--- config.mk ---
export PLATFORM = sky130hd
export DESIGN_NAME = mem_stage_flat
export DESIGN_NICKNAME = d
export VERILOG_FILES = /design/src/rtl/mem_stage_pkg.sv /design/src/rtl/mem_stage_if.sv /design/src/rtl/mem_stage_load_extend.sv /design/src/rtl/mem_stage.sv /design/src/flat_wrapper.sv
export SDC_FILE = /design/constraint.sdc
export NUM_CORES = 1
export LEC_CHECK = 0
export BUFFER_PORTS_ARGS = -buffer_cell sky130_fd_sc_hd__buf_2
export CORE_AREA = 2 2 140 142
export DETAILED_ROUTE_END_ITERATION = 6
export DIE_AREA = 0 0 142 144
export PLACE_DENSITY = 0.73
export SYNTH_ARGS = -nofsm -noshare
export SYNTH_HDL_FRONTEND = slang
export SYNTH_SLANG_ARGS = --single-unit
--- constraint.sdc ---
create_clock -name clk -period 8.1 [get_ports clk]
set_input_delay 0.81 -clock clk [delete_from_list [all_inputs] [get_ports clk]]
set_output_delay 0.81 -clock clk [all_outputs]
set_load 0.02 [all_outputs]
--- src/rtl/mem_stage_pkg.sv ---
// ------------------------------------------------------------------
// mem_stage_pkg : shared widths, stall encoding and load-type codes
// Rev 1.0
// ------------------------------------------------------------------
`default_nettype none

package mem_stage_pkg;

  localparam int EX_TO_MEM_WD = 79;
  localparam int MEM_TO_WB_WD = 70;
  localparam int STALL_W      = 6;
  localparam int HILO_W       = 66;
  localparam int MEM_TO_ID_WD = 38;

  localparam logic STOP    = 1'b1;
  localparam logic NO_STOP = 1'b0;

  typedef enum logic [2:0] {
    LOAD_NONE = 3'b000,
    LOAD_LW   = 3'b001,
    LOAD_LB   = 3'b010,
    LOAD_LBU  = 3'b011,
    LOAD_LH   = 3'b100,
    LOAD_LHU  = 3'b101
  } load_type_e;

  typedef struct packed {
    logic [2:0]  load_type;
    logic [31:0] pc;
    logic        data_ram_en;
    logic [3:0]  data_ram_wen;
    logic        sel_rf_res;
    logic        rf_we;
    logic [4:0]  rf_waddr;
    logic [31:0] ex_result;
  } ex_to_mem_t;

  typedef struct packed {
    logic [31:0] pc;
    logic        rf_we;
    logic [4:0]  rf_waddr;
    logic [31:0] rf_wdata;
  } mem_to_wb_t;

  function automatic logic is_load(input logic [2:0] lt);
    return (lt >= LOAD_LW) && (lt <= LOAD_LHU);
  endfunction

endpackage

`default_nettype wire

--- src/rtl/mem_stage_if.sv ---
// ------------------------------------------------------------------
// mem_stage_if : EX-side inputs and WB/ID-side outputs of the MEM stage
// Rev 1.0
// ------------------------------------------------------------------
`default_nettype none

interface mem_stage_if;

  logic [mem_stage_pkg::STALL_W-1:0]      stall;
  logic [mem_stage_pkg::EX_TO_MEM_WD-1:0] ex_to_mem_bus;
  logic [mem_stage_pkg::HILO_W-1:0]       ex_hilo;
  logic [31:0]                            data_sram_rdata;
  logic [mem_stage_pkg::MEM_TO_WB_WD-1:0] mem_to_wb_bus;
  logic [mem_stage_pkg::MEM_TO_ID_WD-1:0] mem_to_id_bus;
  logic [mem_stage_pkg::HILO_W-1:0]       mem_hilo;

  modport master (
    output stall, ex_to_mem_bus, ex_hilo, data_sram_rdata,
    input  mem_to_wb_bus, mem_to_id_bus, mem_hilo
  );

  modport slave (
    input  stall, ex_to_mem_bus, ex_hilo, data_sram_rdata,
    output mem_to_wb_bus, mem_to_id_bus, mem_hilo
  );

endinterface

`default_nettype wire

--- src/rtl/mem_stage_load_extend.sv ---
// ------------------------------------------------------------------
// mem_stage_load_extend : byte/half lane select and sign/zero extension
// Rev 1.0
// ------------------------------------------------------------------
`default_nettype none

module mem_stage_load_extend
  import mem_stage_pkg::*;
(
  input  logic [2:0]  load_type,
  input  logic [1:0]  addr,
  input  logic [31:0] rdata,
  output logic [31:0] result
);

  logic [7:0]  byte_v;
  logic [15:0] half_v;

  always_comb begin
    byte_v = rdata[7:0];
    case (addr)
      2'b01:   byte_v = rdata[15:8];
      2'b10:   byte_v = rdata[23:16];
      2'b11:   byte_v = rdata[31:24];
      default: byte_v = rdata[7:0];
    endcase
    // Halfword and word accesses ignore the low address bits: no alignment trap.
    half_v = addr[1] ? rdata[31:16] : rdata[15:0];

    result = rdata;
    case (load_type)
      LOAD_LB:  result = {{24{byte_v[7]}}, byte_v};
      LOAD_LBU: result = {24'h0, byte_v};
      LOAD_LH:  result = {{16{half_v[15]}}, half_v};
      LOAD_LHU: result = {16'h0, half_v};
      default:  result = rdata;
    endcase
  end

endmodule

`default_nettype wire

--- src/rtl/mem_stage.sv ---
// ------------------------------------------------------------------
// mem_stage : MIPS MEM stage - EX/MEM register, load extraction, stall hold
// Rev 1.0
// ------------------------------------------------------------------
`default_nettype none

module mem_stage
  import mem_stage_pkg::*;
(
  input  logic        clk,
  input  logic        rst,
  mem_stage_if.slave  bus
);

  ex_to_mem_t          ex_in;
  ex_to_mem_t          bus_r;
  logic [HILO_W-1:0]   hilo_r;
  logic                hold_valid;
  logic [31:0]         hold_data;
  logic [31:0]         rdata_eff;
  logic [31:0]         load_val;
  mem_to_wb_t          wb;
  logic                ex_stop;
  logic                mem_stop;

  assign ex_in    = bus.ex_to_mem_bus;
  assign ex_stop  = (bus.stall[3] == STOP);
  assign mem_stop = (bus.stall[4] == STOP);

  always_ff @(posedge clk) begin
    if (rst) begin
      bus_r  <= '0;
      hilo_r <= '0;
    end else if (ex_stop && !mem_stop) begin
      bus_r  <= '0;
      hilo_r <= '0;
    end else if (!ex_stop) begin
      bus_r  <= ex_in;
      hilo_r <= bus.ex_hilo;
    end
  end

  // The SRAM output may drift while MEM is frozen; the first stalled sample wins.
  always_ff @(posedge clk) begin
    if (rst) begin
      hold_valid <= 1'b0;
    end else if (mem_stop && !hold_valid) begin
      hold_valid <= 1'b1;
      hold_data  <= bus.data_sram_rdata;
    end else if (!mem_stop) begin
      hold_valid <= 1'b0;
    end
  end

  assign rdata_eff = hold_valid ? hold_data : bus.data_sram_rdata;

  mem_stage_load_extend u_load_extend (
    .load_type (bus_r.load_type),
    .addr      (bus_r.ex_result[1:0]),
    .rdata     (rdata_eff),
    .result    (load_val)
  );

  always_comb begin
    wb.pc       = bus_r.pc;
    wb.rf_we    = bus_r.rf_we;
    wb.rf_waddr = bus_r.rf_waddr;
    wb.rf_wdata = (bus_r.sel_rf_res || is_load(bus_r.load_type)) ? load_val
                                                                  : bus_r.ex_result;
  end

  assign bus.mem_to_wb_bus = wb;
  assign bus.mem_to_id_bus = {wb.rf_we, wb.rf_waddr, wb.rf_wdata};
  assign bus.mem_hilo      = hilo_r;

  logic unused_ok;
  assign unused_ok = ^{bus_r.data_ram_en, bus_r.data_ram_wen,
                       bus.stall[5], bus.stall[2:0]};

endmodule

`default_nettype wire

--- src/flat_wrapper.sv ---
// flat-port wrapper written by rule: the top's interface ports become plain ports
module mem_stage_flat import mem_stage_pkg::*;
  (clk, rst, bus_stall, bus_ex_to_mem_bus, bus_ex_hilo, bus_data_sram_rdata, bus_mem_to_wb_bus, bus_mem_to_id_bus, bus_mem_hilo);
  mem_stage_if bus_i ();
  input  logic clk;
  input  logic rst;
  input wire logic [$bits(bus_i.stall)-1:0] bus_stall;
  input wire logic [$bits(bus_i.ex_to_mem_bus)-1:0] bus_ex_to_mem_bus;
  input wire logic [$bits(bus_i.ex_hilo)-1:0] bus_ex_hilo;
  input wire logic [$bits(bus_i.data_sram_rdata)-1:0] bus_data_sram_rdata;
  output wire logic [$bits(bus_i.mem_to_wb_bus)-1:0] bus_mem_to_wb_bus;
  output wire logic [$bits(bus_i.mem_to_id_bus)-1:0] bus_mem_to_id_bus;
  output wire logic [$bits(bus_i.mem_hilo)-1:0] bus_mem_hilo;
  assign bus_i.stall = bus_stall;
  assign bus_i.ex_to_mem_bus = bus_ex_to_mem_bus;
  assign bus_i.ex_hilo = bus_ex_hilo;
  assign bus_i.data_sram_rdata = bus_data_sram_rdata;
  assign bus_mem_to_wb_bus = bus_i.mem_to_wb_bus;
  assign bus_mem_to_id_bus = bus_i.mem_to_id_bus;
  assign bus_mem_hilo = bus_i.mem_hilo;
  mem_stage u_core (.clk(clk), .rst(rst), .bus(bus_i));
endmodule
==> Yosys cells after proc, flatten, opt, wreduce, memory -nomap -nowiden <==
Index checks and enable logic that the tools add are counted.
{ "op_classes": {"n_addsub": 0, "mul": 0, "n_div": 0, "n_lt_le_gt_ge": 2, "eq_ne": 8, "n_shift": 0, "muxes": 7, "bitwise_logic": 1, "reduce_logical": 8} }
{ "ops": {"columns": ["op", "count"], "rows": [
  ["32-bit one-hot mux with 4 select lines", 1],
  ["32-bit 2-to-1 mux", 2],
  ["8-bit one-hot mux with 3 select lines", 1],
  ["16-bit 2-to-1 mux", 1],
  ["3-bit by 2-bit equality test with 1-bit output (second input constant)", 2],
  ["3-bit equality test (second input constant)", 2],
  ["2-bit equality test (second input constant)", 2],
  ["3-bit by 1-bit >= comparator with 1-bit output (second input constant)", 1],
  ["3-bit less-or-equal comparator (second input constant)", 1],
  ["1-bit logical AND", 3],
  ["2-bit by 1-bit equality test with 1-bit output (second input constant)", 1],
  ["1-bit zero test", 2],
  ["1-bit 2-to-1 mux", 2],
  ["2-bit by 1-bit != test with 1-bit output (second input constant)", 1],
  ["2-bit AND reduction", 1],
  ["2-bit OR reduction", 1],
  ["1-bit logical OR", 1],
  ["1-bit inverter", 1]
]} }
{ "word_totals": {"register_bits": 173, "latch_bits": 0, "mem_bits_rw": 0, "rom_bits": 0, "in_bits": 185, "word_cells": 35, "mem_count": 0} }

==> Logic depth before layout (Yosys ltp) <==
{ "logic_depth": {"depth_word": 4, "ltp_mapped": 9} }

==> Modules after synthesis <==
From an unflattened synthesis, not the netlist that was laid out.
{ "hier_totals": {"cells_unflattened": 952, "hier_area_um2": 8894.8} }
{ "modules_own_cells": {"columns": ["mod", "instances", "cells_per_inst", "area_per_inst_um2", "seq_area_each_um2"], "rows": [
  ["mem_stage", 1, 808, 7860.0, 3783.6],
  ["mem_stage_load_extend", 1, 144, 1034.7, 0.0]
]} }

==> Worst setup path before layout <==
No wires, ideal clock.
{ "synth_path": {"path_type": "input -> register", "from": "input port bus_stall[4]", "to": "register u_core.hold_data[0], enable pin", "setup_ps": 461, "arrival_time_ps": 3087, "required_ps": 7639, "setup_slack_ps": 4552, "stages": 2, "cell_sequence": "inv_1 nor3_1"} }
{ "synth_between": {"elab_chain_len": 2} }
{ "synth_rtl": {"columns": ["item", "line", "text"], "rows": [
  ["start: declaration", "flat_wrapper.sv:7", "input wire logic [$bits(bus_i.stall)-1:0] bus_stall;"],
  ["1-bit logical AND", "mem_stage.sv:47", "end else if (mem_stop && !hold_valid) begin"],
  ["2-bit AND reduction (no source line)", null, null],
  ["end signal: assignment", "mem_stage.sv:49", "hold_data <= bus.data_sram_rdata;"],
  ["end: declaration", "mem_stage.sv:19", "logic [31:0] hold_data;"]
]} }
No other way between the ends.
A chain may end at the register's enable or synchronous reset.

==> Worst setup path in the final report <==
{ "layout_path": {"from": "register u_core.bus_r[78] (netlist name)", "to": "output port bus_mem_to_wb_bus[0]"} }
{ "layout_between": {"elab_chain_len": 4, "elab_cells_between_ends": 10, "cone_classes": "order compare (2); eq/ne (4); mux (2); reduce/logical (2)"} }
{ "layout_rtl": {"columns": ["item", "line", "text"], "rows": [
  ["start: declaration", "mem_stage.sv:16", "ex_to_mem_t bus_r;"],
  ["start signal: assignment", "mem_stage.sv:38", "bus_r <= ex_in;"],
  ["3-bit by 1-bit >= comparator with 1-bit output or 3-bit less-or-equal comparator (tied branches)", "mem_stage_pkg.sv:46", "return (lt >= LOAD_LW) && (lt <= LOAD_LHU);"],
  ["1-bit logical AND", "mem_stage_pkg.sv:46", null],
  ["1-bit logical OR", "mem_stage.sv:68", "wb.rf_wdata = (bus_r.sel_rf_res || is_load(bus_r.load_type)) ? load_val"],
  ["32-bit 2-to-1 mux (*)", "mem_stage.sv:68", null],
  ["end: declaration", "flat_wrapper.sv:11", "output wire logic [$bits(bus_i.mem_to_wb_bus)-1:0] bus_mem_to_wb_bus;"]
]} }
Mark *: on every way between the ends. The rest lies on a longest branch, timed or not.

==> run_results.csv <==
group,metric,value,unit
logic_synthesis,avgSynthCellArea,10.3,µm²
grt,antenna_found_initial,6,
timing,min_period,4.10,ns
final_layout,drive_gt1_share,40.8,%
clock_network,post_cts_resized,0,
worst_hold_path,min_to,"u_core.bus.mem_hilo[50]",
detailed_routing,drc_errors,5,
worst_setup_path,r2r_cells,2,
logic_synthesis,synth_cell_type_count,40,
final_layout,n_fill_cell,1757,
grt,grt_pass1_vias,6021,
run_status,status,"finished, violations left",
place,port_buffers,349,
logic_synthesis,netlist_instances,763,
worst_hold_path,min-delay-start,"u_core.bus.mem_hilo[50]",
clock_network,tritoncts.num_buffers,17,
clock_network,insertion_delay,0.43,ns
die,placementRows,51,
timing,timing.fmax,244,MHz
logic_synthesis,synth_top_cell_by_area,"dfxtp_1",
worst_setup_path,cp-end-kind,"output port",
final_layout,final_cell_mix,"348 x buf_2, 160 x nor2_1, 146 x mux2i_1",
job,cap_violations,0,
power,peakVddDrop,133,µV
logic_synthesis,yosys-top-cells-area,"dfxtp_1 36%, mux2i_1 19%, edfxtp_1 12%",
clock_network,root_buffer,"clkbuf_16",
logic_synthesis,ys_warn_count,0,
timing,worst-slew-pin-transition,1.11,ns
timing,tns,0,ns
final_layout,finalNetCount,1197,
grt,grt_pass1_wl,32.2,mm
timing,timing.final.crit_share,50.6,%
detailed_routing,firstDrtPassIters,7,
run_status,violations,"DRC",
clock_network,cts_tree,"done",
final_layout,fin_area,0.00975,mm²
worst_setup_path,arrival,3.29,ns
worst_setup_path,r2r_slack,6.83,ns
timing,finalSetupViolations,0,
worst_setup_path,worst-path-max-fanout,32,
logic_synthesis,synth_seq_cells,173,
grt,grt_max_degree,104,
timing,hold_viol,0,
clock_network,clkTransAtPathRegs,0.08,ns
place,place_congestion,0.803,
timing,skew,0.0114,ns
worst_setup_path,worstSetupPathType,"flip-flop to output port",
final_layout,synthToLayoutAreaGrowth,24.3,%
final_layout,final_cells,1266,
detailed_routing,wl_per_cell,17.0,µm
detailed_routing,drtAntennaViolNets,0,
die,coreArea,0.0191,mm²
grt,track_usage,20.3,%
clock_network,cts.hold.buffers_added,0,
detailed_routing,first_iter_violations,331,
logic_synthesis,ys.flop_type,"dfxtp_1",
die,die_area,0.0204,mm²
clock_network,clock_path_buffers,2,
logic_synthesis,yosysSeqAreaShare,48.2,%
worst_setup_path,r2r_start,"u_core.hold_valid",
timing,slew_headroom,26.2,%
detailed_routing,vias_per_cell,4.97,
die,boundaryPins,359,
worst_setup_path,required,7.29,ns
logic_synthesis,synth_top_area_share,36.0,%
power,p_total,2.19,mW
place,dp.cells,1229,
worst_setup_path,timing.rr.end,"u_core.hold_data[14]",
place,post-place-ws,4.45,ns
logic_synthesis,synthesis.area,0.00785,mm²
power,leakagePower,4.80,nW
clock_network,post_cts_buffers,0,
logic_synthesis,syn_nets,950,
timing,rsz0062_at_grt,"no",
die,die_x,142,µm
logic_synthesis,synthArstFlopShare,0,%
power,pwr_density_cell,224,mW/mm²
grt,grt_overflow,0,
worst_setup_path,start_kind,"flip-flop",
place,place_hpwl,15.5,mm
place,place_area,0.00916,mm²
detailed_routing,via_count,6297,
timing,slew_violations,0,
die,die_h,144,µm
worst_hold_path,hp-class,"flip-flop to flip-flop",
clock_network,cts_sinks,173,
timing,layout_setup_ws,4.00,ns
clock_network,htreeDepth,4,
final_layout,layout_commonest_cell,"buf_2",
worst_hold_path,hold_depth,2,
logic_synthesis,synth-edff-count,32,
detailed_routing,drt_wl_total,21.6,mm
die,start_util,41.1,%
[worst max-delay path by stage]
stage                      endpoint  cells after the start  slack (ns)             start
2_1_floorplan   u_core.hold_data[0]                      2        4.55      bus_stall[4]
6_report       bus_mem_to_wb_bus[0]                      7        4.00  u_core.bus_r[78]
3_5_place_dp   bus_mem_to_wb_bus[0]                      7        4.45  u_core.bus_r[77]
5_1_grt        bus_mem_to_id_bus[0]                      7        3.76  u_core.bus_r[77]
3_3_place_gp   bus_mem_to_wb_bus[0]                      7        4.51  u_core.bus_r[78]
4_1_cts        bus_mem_to_wb_bus[0]                      7        4.00  u_core.bus_r[77]
[cell type report]
type	count	area (µm²)	share of cell area, %
inverter	3	11.3	0.115
antenna	5	12.5	0.128
sequential	173	3780	38.8
clock buffer	18	439	4.50
tap	238	298	3.05
timing repair buffer	355	1800	18.5
multi-input combinational	460	3260	33.4
clock inverter	14	145	1.49
[where the power goes]
part / switching [mW] / internal [mW] / leakage (nW)
Sequential: 0.0231 / 0.918 / 1.45
Clock: 0.395 / 0.419 / 0.287
Combinational: 0.272 / 0.162 / 3.06
Total: 0.689 / 1.50 / 4.80
[critical path: stages (launching register included)]
cell and delay (ns):
dfxtp_1 0.47, inv_1 0.09, ha_1 0.89, nand2_1 0.23
nor2_1 0.43, a22oi_1 0.16, o21ai_0 0.37, buf_2 0.24
[stage by stage]
step	hold slack, ns	utilization [%]
after global routing	0.520	51.1
after CTS	0.497	51.0
after detailed placement	0.477	48.0
after global placement	0.469	48.0
final	0.492	51.1
after floorplan	0.458	-
[cells in the mapped netlist, types with 2 or more instances]
| cell type | number |
|---|---|
| buf_1 | 2 |
| nor2_1 | 160 |
| mux4_2 | 4 |
| nand2_1 | 27 |
| a2111oi_0 | 7 |
| dfxtp_1 | 141 |
| o21ai_0 | 20 |
| nor2b_1 | 14 |
| nand3_1 | 2 |
| clkbuf_1 | 27 |
| a211oi_1 | 8 |
| buf_4 | 79 |
| a222oi_1 | 5 |
| mux2i_1 | 146 |
| edfxtp_1 | 32 |
| mux4_1 | 4 |
| inv_1 | 3 |
| ha_1 | 2 |
| buf_2 | 17 |
| mux2_2 | 19 |
| o22ai_1 | 2 |
| a22oi_1 | 2 |
| o21ai_1 | 11 |
| buf_6 | 2 |
| a21oi_1 | 10 |
| o31ai_1 | 3 |
[metal layers]
layer,global-route usage [%],wire [µm],vias to the layer above
met5,0,12,-
li1,-,-,3061
met3,6.66,1690,25
met2,34.0,10500,294
met4,6.68,434,2
met1,24.6,8970,2915
[kinds of logic after synthesis]
kind of cell,count (synthesis),synth area share (%)
flip-flops,173,48.2
AO/OA/AOI/OAI,73,6.01
AND/OR/NAND/NOR,212,11.1
buffers and inverters,130,10.5
adder cells (fa/ha/maj),2,0.319
multiplexers,173,23.8
[sequential cells by signal, indices dropped and copies added (netlist names)]
name	count
u_core.bus.mem_to_id_bus	6
u_core.hold_valid	1
u_core.bus_r	36
u_core.hold_data	32
u_core.bus.mem_to_wb_bus	32
u_core.bus.mem_hilo	66
Power figures use the tool's default switching activity.
